`src/rtl/reg_bank_defs_pkg.sv`:
```
// Shared definitions for the parametrised register bank: default sizing and
// the clear-engine state encoding used by the FSM sub-module.
package reg_bank_defs;

   localparam int DEFAULT_WIDTH  = 64;
   localparam int DEFAULT_ADDR_W = 5;

   typedef enum logic {
      ST_IDLE  = 1'b0,
      ST_CLEAR = 1'b1
   } clearState_t;

endpackage

```
`src/rtl/reg_bank_clear_fsm.sv`:
```
// Clear engine for the register bank. After reset, or on a Clear request
// while idle, it walks every entry from 0 to DEPTH-1 and produces one zeroing
// strobe per cycle. Busy is high for the whole walk.
module reg_bank_clear_fsm
   import reg_bank_defs::*;
#(
   parameter int ADDR_W = DEFAULT_ADDR_W
) (
   input  logic              Clk,
   input  logic              Rst_n,
   input  logic              Clear,
   output logic              Busy,
   output logic              ClearStrobe,
   output logic [ADDR_W-1:0] ClearAddr
);

   localparam logic [ADDR_W-1:0] LAST_ADDR = '1;

   clearState_t       state;
   clearState_t       nextState;
   logic [ADDR_W-1:0] counter;
   logic [ADDR_W-1:0] nextCounter;

   // State and counter registers; reset always restarts the walk at entry 0
   always_ff @(posedge Clk or negedge Rst_n) begin
      if (!Rst_n) begin
         state   <= ST_CLEAR;
         counter <= '0;
      end else begin
         state   <= nextState;
         counter <= nextCounter;
      end
   end

   // Next-state logic: CLEAR steps through all entries, IDLE waits for Clear
   always_comb begin
      nextState   = state;
      nextCounter = counter;
      case (state)
         ST_CLEAR: begin
            nextCounter = counter + 1'b1;
            if (counter == LAST_ADDR) begin
               nextState = ST_IDLE;
            end
         end
         ST_IDLE: begin
            if (Clear) begin
               nextState   = ST_CLEAR;
               nextCounter = '0;
            end
         end
         default: begin
            nextState   = ST_CLEAR;
            nextCounter = '0;
         end
      endcase
   end

   assign Busy        = (state == ST_CLEAR);
   assign ClearStrobe = (state == ST_CLEAR);
   assign ClearAddr   = counter;

endmodule

```
`src/rtl/reg_bank_param.sv`:
```
// Parametrised register bank feeding the ALU operand inputs: two registered
// read ports, one write port, optional hardwired zero entry, optional
// write-to-read bypass and a sequential clear engine.
module reg_bank_param
   import reg_bank_defs::*;
#(
   parameter int WIDTH    = DEFAULT_WIDTH,
   parameter int ADDR_W   = DEFAULT_ADDR_W,
   parameter bit ZERO_REG = 1'b1,
   parameter bit BYPASS   = 1'b1
) (
   input  logic              Clk,
   input  logic              Rst_n,
   input  logic              Clear,
   input  logic              ReadEn,
   input  logic [ADDR_W-1:0] ReadRegister1,
   input  logic [ADDR_W-1:0] ReadRegister2,
   input  logic              RegWrite,
   input  logic [ADDR_W-1:0] WriteRegister,
   input  logic [WIDTH-1:0]  WriteData,
   output logic [WIDTH-1:0]  ReadData1,
   output logic [WIDTH-1:0]  ReadData2,
   output logic              ReadValid,
   output logic              Busy
);

   localparam int DEPTH = 2 ** ADDR_W;

   logic [WIDTH-1:0]  regFile [DEPTH];
   logic              busy;
   logic              clearStrobe;
   logic [ADDR_W-1:0] clearAddr;
   logic              writeAccept;
   logic              readAccept;
   logic [WIDTH-1:0]  readNext1;
   logic [WIDTH-1:0]  readNext2;

   reg_bank_clear_fsm #(
      .ADDR_W (ADDR_W)
   ) uClearFsm (
      .Clk         (Clk),
      .Rst_n       (Rst_n),
      .Clear       (Clear),
      .Busy        (busy),
      .ClearStrobe (clearStrobe),
      .ClearAddr   (clearAddr)
   );

   // A user write lands only when idle, not pre-empted by Clear, and not aimed at the zero entry
   always_comb begin
      writeAccept = !busy && RegWrite && !Clear && !(ZERO_REG && (WriteRegister == '0));
      readAccept  = !busy && ReadEn;
   end

   // Read data selection: stored value, optionally bypassed write data, zero entry forced last
   always_comb begin
      readNext1 = regFile[ReadRegister1];
      readNext2 = regFile[ReadRegister2];
      if (BYPASS && writeAccept && (ReadRegister1 == WriteRegister)) begin
         readNext1 = WriteData;
      end
      if (BYPASS && writeAccept && (ReadRegister2 == WriteRegister)) begin
         readNext2 = WriteData;
      end
      if (ZERO_REG && (ReadRegister1 == '0)) begin
         readNext1 = '0;
      end
      if (ZERO_REG && (ReadRegister2 == '0)) begin
         readNext2 = '0;
      end
   end

   // Storage array has no reset; the clear engine zeroes it, otherwise user writes land
   always_ff @(posedge Clk) begin
      if (clearStrobe) begin
         regFile[clearAddr] <= '0;
      end else if (writeAccept) begin
         regFile[WriteRegister] <= WriteData;
      end
   end

   // Registered read ports; data holds when no read is accepted, valid flags a fresh read
   always_ff @(posedge Clk or negedge Rst_n) begin
      if (!Rst_n) begin
         ReadData1 <= '0;
         ReadData2 <= '0;
         ReadValid <= 1'b0;
      end else begin
         ReadValid <= readAccept;
         if (readAccept) begin
            ReadData1 <= readNext1;
            ReadData2 <= readNext2;
         end
      end
   end

   assign Busy = busy;

endmodule

```
`config.mk`:
```
export PLATFORM = sky130hd
export DESIGN_NAME = reg_bank_param
export DESIGN_NICKNAME = d
export VERILOG_FILES = /design/src/rtl/reg_bank_defs_pkg.sv /design/src/rtl/reg_bank_clear_fsm.sv /design/src/rtl/reg_bank_param.sv
export SDC_FILE = /design/constraint.sdc
export NUM_CORES = 2
export LEC_CHECK = 0
export BUFFER_PORTS_ARGS = -buffer_cell sky130_fd_sc_hd__buf_2
export CORE_UTILIZATION = 40
export CTS_BUF_LIST = sky130_fd_sc_hd__clkbuf_2
export DETAILED_ROUTE_END_ITERATION = 12
export PLACE_DENSITY_LB_ADDON = 0.12
export SLEW_MARGIN = 20
export SYNTH_ARGS = -nofsm -noshare
export SYNTH_HDL_FRONTEND = slang
export SYNTH_HIERARCHICAL = 1
export SYNTH_SLANG_ARGS = --single-unit
```
`constraint.sdc`:
```
create_clock -name Clk -period 7.3 [get_ports Clk]
set_clock_uncertainty 0.15 [all_clocks]
set_input_delay 1.46 -clock Clk [delete_from_list [all_inputs] [get_ports Clk]]
set_output_delay 1.46 -clock Clk [all_outputs]
set_load 0.01 [all_outputs]
```
==> summary by stage <==
Setup path
The worst setup path is launched from a flop. For the worst setup path, the data arrival time is a little under 6000 ps. The type of the worst setup path is reg2reg. The length in cells of the worst reg-to-reg path is 7.

The setup check on the worst reg-to-reg path leaves a slack of 2730 ps. In this run the worst path has a maximum fanout of 29. The required time at the worst-slack endpoint is ~8700 ps.

The endpoint identified for the worst register-to-register timing path is regFile[18][24]. The critical path capture point type is a flop. The worst reg2reg path startpoint is uClearFsm/Busy.

Final layout
After filler insertion, the fill cell instance count of the layout stands at about 22,000. The area of all sequential standard cells is ~65,000 um^2. The area growth from synthesis to final layout is 12.3%.

The count of nets after finishing is 6,005. The total area of multi-input combinational cells is 33,900 um^2. The fraction of final layout cells with drive strength greater than 1 is around two fifths.

Yosys
Synthesis inferred ~2,200 register bits. The fraction of synthesis flops using an asynchronous set or reset pin is a little over 6%. For this run, the leading register cell type out of synthesis is edfxtp_1. The part of the Yosys area used for sequential elements is 64.5%. The post-synthesis cell count is roughly 5,200.

The number of distinct library cells after synthesis is 63. The per-instance average area after synthesis is 19.2 um^2. After synthesis the cells add up to about 100,000 um^2. In this run, synthesis inferred a little over 2,000 flip-flops with an integrated enable. The synthesis warning total is 6. The synthesized net count is between 5,000 and 6,000.

STA
Adding up every negative setup slack in the final design gives 0 ps. Setup repair after global routing left no endpoint under its margin. The number of failing hold endpoints at the final stage is 0. The count of pins over their slew limit is 0. For the pin with the worst max-slew slack, the measured transition is 1350 ps.

Static timing analysis puts the maximum clock frequency at approximately 220 MHz. Setup violations remaining at the end of the flow were counted as 0. The routed design could run at a clock period as short as ~4600 ps.

The relative slew slack is 10.0%. The worst path uses a little over three fifths of the clock period.

Power and ir drop
The power density of the placed cells is approximately 280 nW/um^2. After layout, the design draws a total of 31.3 mW. The maximum ir drop on the vdd rail is 0.000175 V. The leakage power total is approximately 38 nW.

CTS
The clock latency reported for the late side of the worst-skew pair is ~1900 ps. TritonCTS built the clock tree. The level count of the clock H-tree is 6. Clock-pin slew was measured on the worst setup and hold paths at approximately 100 ps.

The tree is rooted in a clkbuf_2. The number of clock buffers added by TritonCTS is slightly below 600. The number of buffers on the longest clock path is 4.

CTS saw between 2,000 and 2,500 sinks.

Drt
After detailed routing, the average wire length per cell comes to approximately 37 um. The post-detailed-route DRC marker count is 0. The count of TritonRoute iterations in the first routing pass is 7. The final layout contains routed wiring with a total length of approximately 360,000 um.

The detail route stage leaves a number of antenna-violating nets equal to 0. The number of DRC markers after the initial detailed-route iteration is 7,161. The detailed router placed 62,362 vias in this run. The via count normalized by instance count is about 6.4.

Worst hold path
The startpoint of the lowest-slack hold path is WriteData[12]. The classification of the worst-slack hold path is in2reg. For hold timing, the worst endpoint is ReadData2[12].

The number of stages on the worst hold path is 4.

Placement
The placer's final routability congestion estimate is roughly 0.8. The post-detailed-placement half-perimeter wirelength is about 210,000 um. Buffers placed on the I/O ports in this run total 213.

Floorplan
In this run the standard cell core region covers ~250,000 um^2. The die is about 500 um tall. The total number of placement rows is roughly 180. For this configuration, the core starts out at a cell density of about two fifths. The die covers 253,000 um^2. In this run the horizontal extent of the chip is a little over 500 um. For this design the top-level I/O count stands at between 200 and 250.

Status
The flow ran to the end, and the final reports show no timing, DRC or antenna violations.

Global routing
Summed over all layers, the global routing overflow is 0. The global-route wire length before repair is about 500,000 um. The total routing usage reported by global routing is between 20% and 30%.

The pin count of the biggest net entering global routing is 98. The initial antenna violation count is 22. The via count of the first global-routing pass is ~63,000.

Job
The tool flagged a number of max-cap violations equal to 0.
-- stage by stage --
step | instance area (um^2) | setup WS (ps) | hold slack, ps | util, % | cells
after floorplan | 101000 | 1060 | 398 | - | 5237
after global placement | 106000 | 1680 | 351 | 42.6 | 8533
after detailed placement | 106000 | 1680 | 360 | 42.6 | 8535
after CTS | 113000 | 2540 | 0.134 | 45.2 | 9689
after global routing | 113000 | 2600 | 122 | 45.3 | 9698
final | 113000 | 2730 | 254 | 45.3 | 9703
-- cell usage in the layout (no fill, tap or decap), types with 15 or more instances in the layout --
master,netlist,layout
edfxtp_1,2048,2048
mux4_2,894,894
clkbuf_2,0,863
mux2i_1,278,278
buf_2,140,202
a22oi_1,184,184
mux2_2,177,177
buf_4,52,138
dfrtp_1,134,134
nand2_1,123,122
clkinv_1,1,117
dlygate4sd3_1,0,114
o221ai_1,104,104
a211oi_1,99,99
nand3_1,71,69
nor2_1,102,65
nand2b_1,67,65
o31ai_1,58,58
buf_12,0,52
and2_1,79,47
nor2_4,1,37
and2_2,0,31
o22ai_1,31,31
a221o_1,31,31
a21oi_1,24,24
o21ai_1,24,24
o22a_1,23,23
o21ai_0,23,23
clkinv_2,0,22
nand4_1,22,22
nand3b_1,22,22
a222oi_1,21,21
a32o_1,20,20
a31oi_1,22,20
inv_2,0,18
a221oi_2,17,17
or3_1,16,15
-- timing repair --
item / CTS / global route
hold endpoints to repair: 480 / 0
setup buffers: 0 / 0
endpoints found under the setup margin: 0 / 0
resized for setup: 0 / 0
hold buffers: 115 / 0
-- Yosys cell counts, types with 3 or more instances --
library cell,n,share of area (%)
a2111oi_0,3,0.026
a211oi_1,99,0.74
a21o_1,4,0.030
a21oi_1,24,0.12
a221o_1,31,0.31
a221oi_1,11,0.096
a221oi_2,17,0.25
a222oi_1,21,0.21
a22o_1,10,0.087
a22oi_1,184,1.4
a311oi_1,7,0.061
a31oi_1,22,0.14
a32o_1,20,0.20
a32oi_1,3,0.026
and2_1,79,0.49
buf_1,30,0.11
buf_2,140,0.70
buf_4,52,0.39
buf_6,15,0.17
clkbuf_1,197,0.74
dfrtp_1,134,3.3
edfxtp_1,2048,61
inv_1,4,0.015
mux2_2,177,2.0
mux2i_1,278,2.8
mux4_2,894,20
nand2_1,123,0.46
nand2b_1,67,0.42
nand3_1,71,0.35
nand3b_1,22,0.16
nand4_1,22,0.14
nor2_1,102,0.38
nor2b_1,6,0.037
nor3b_1,4,0.030
o21ai_0,23,0.11
o21ai_1,24,0.12
o221ai_1,104,0.91
o22a_1,23,0.20
o22ai_1,31,0.19
o31ai_1,58,0.43
or3_1,16,0.10
xnor2_1,11,0.096
-- layer usage --
| metal | global-route usage [%] | up-vias | routed length (um) | share of wire, % |
|---|---|---|---|---|
| li1 | - | 24408 | - | - |
| met1 | 38.5 | 33815 | 147000 | 40 |
| met2 | 45.8 | 3480 | 174000 | 48 |
| met3 | 6.02 | 649 | 30000 | 8.3 |
| met4 | 10.9 | 10 | 12800 | 3.5 |
| met5 | 0 | - | 70 | 0.019 |
-- flip-flops by register name (all words and copies together) (netlist names) --
name and cells:
ReadData1 64, ReadData2 64, ReadValid 1, regFile 2048, uClearFsm/Busy 1, uClearFsm/ClearAddr 5
-- cells by family after synthesis --
kind of cell | count (synthesis) | share of synthesized area, %
flip-flops | 2183 | 64.5
multiplexers | 1349 | 24.8
buffers and inverters | 439 | 2.12
XOR/XNOR | 12 | 0.105
AO/OA/AOI/OAI | 725 | 5.71
adder cells (fa/ha/maj) | 2 | 0.0249
AND/OR/NAND/NOR | 527 | 2.71
-- how the worst max path moves through the flow --
stage                         startpoint              end  slack, ps  depth (start not counted)
final                     uClearFsm/Busy  regFile[18][24]       2730                          7
after global routing      uClearFsm/Busy             Busy       2600                          1
after detailed placement           Clear  regFile[25][26]       1680                          8
after floorplan                    Clear   regFile[16][0]       1060                          5
after CTS                 uClearFsm/Busy             Busy       2540                          1
after global placement             Clear  regFile[25][26]       1680                          8
-- power breakdown --
group,total [mW],switching [mW],internal [mW]
combinational,6.02,3.69,2.33
sequential,16.4,1.07,15.4
clock,8.86,5.30,3.55
-- layout make-up --
cell class              instances  share of cell area [%]
diodes                         11                  0.0244
well taps                    3330                    3.69
clock inverters               176                   0.898
clock buffers                 863                    3.83
multi-input cells            2615                    30.1
repair buffers                520                    3.95
inverters                       5                  0.0200
flip-flops and latches       2183                    57.5
-- critical path, cell delays in order, from the launching register on --
cell      delay [ps]
dfstp_2          520
or3b_1           560
a311oi_4         420
buf_4            580
mux2i_1          340
nand2_1          290
nor2_4           660
buf_4            670
No activity file was read; power rests on OpenSTA's default activity.
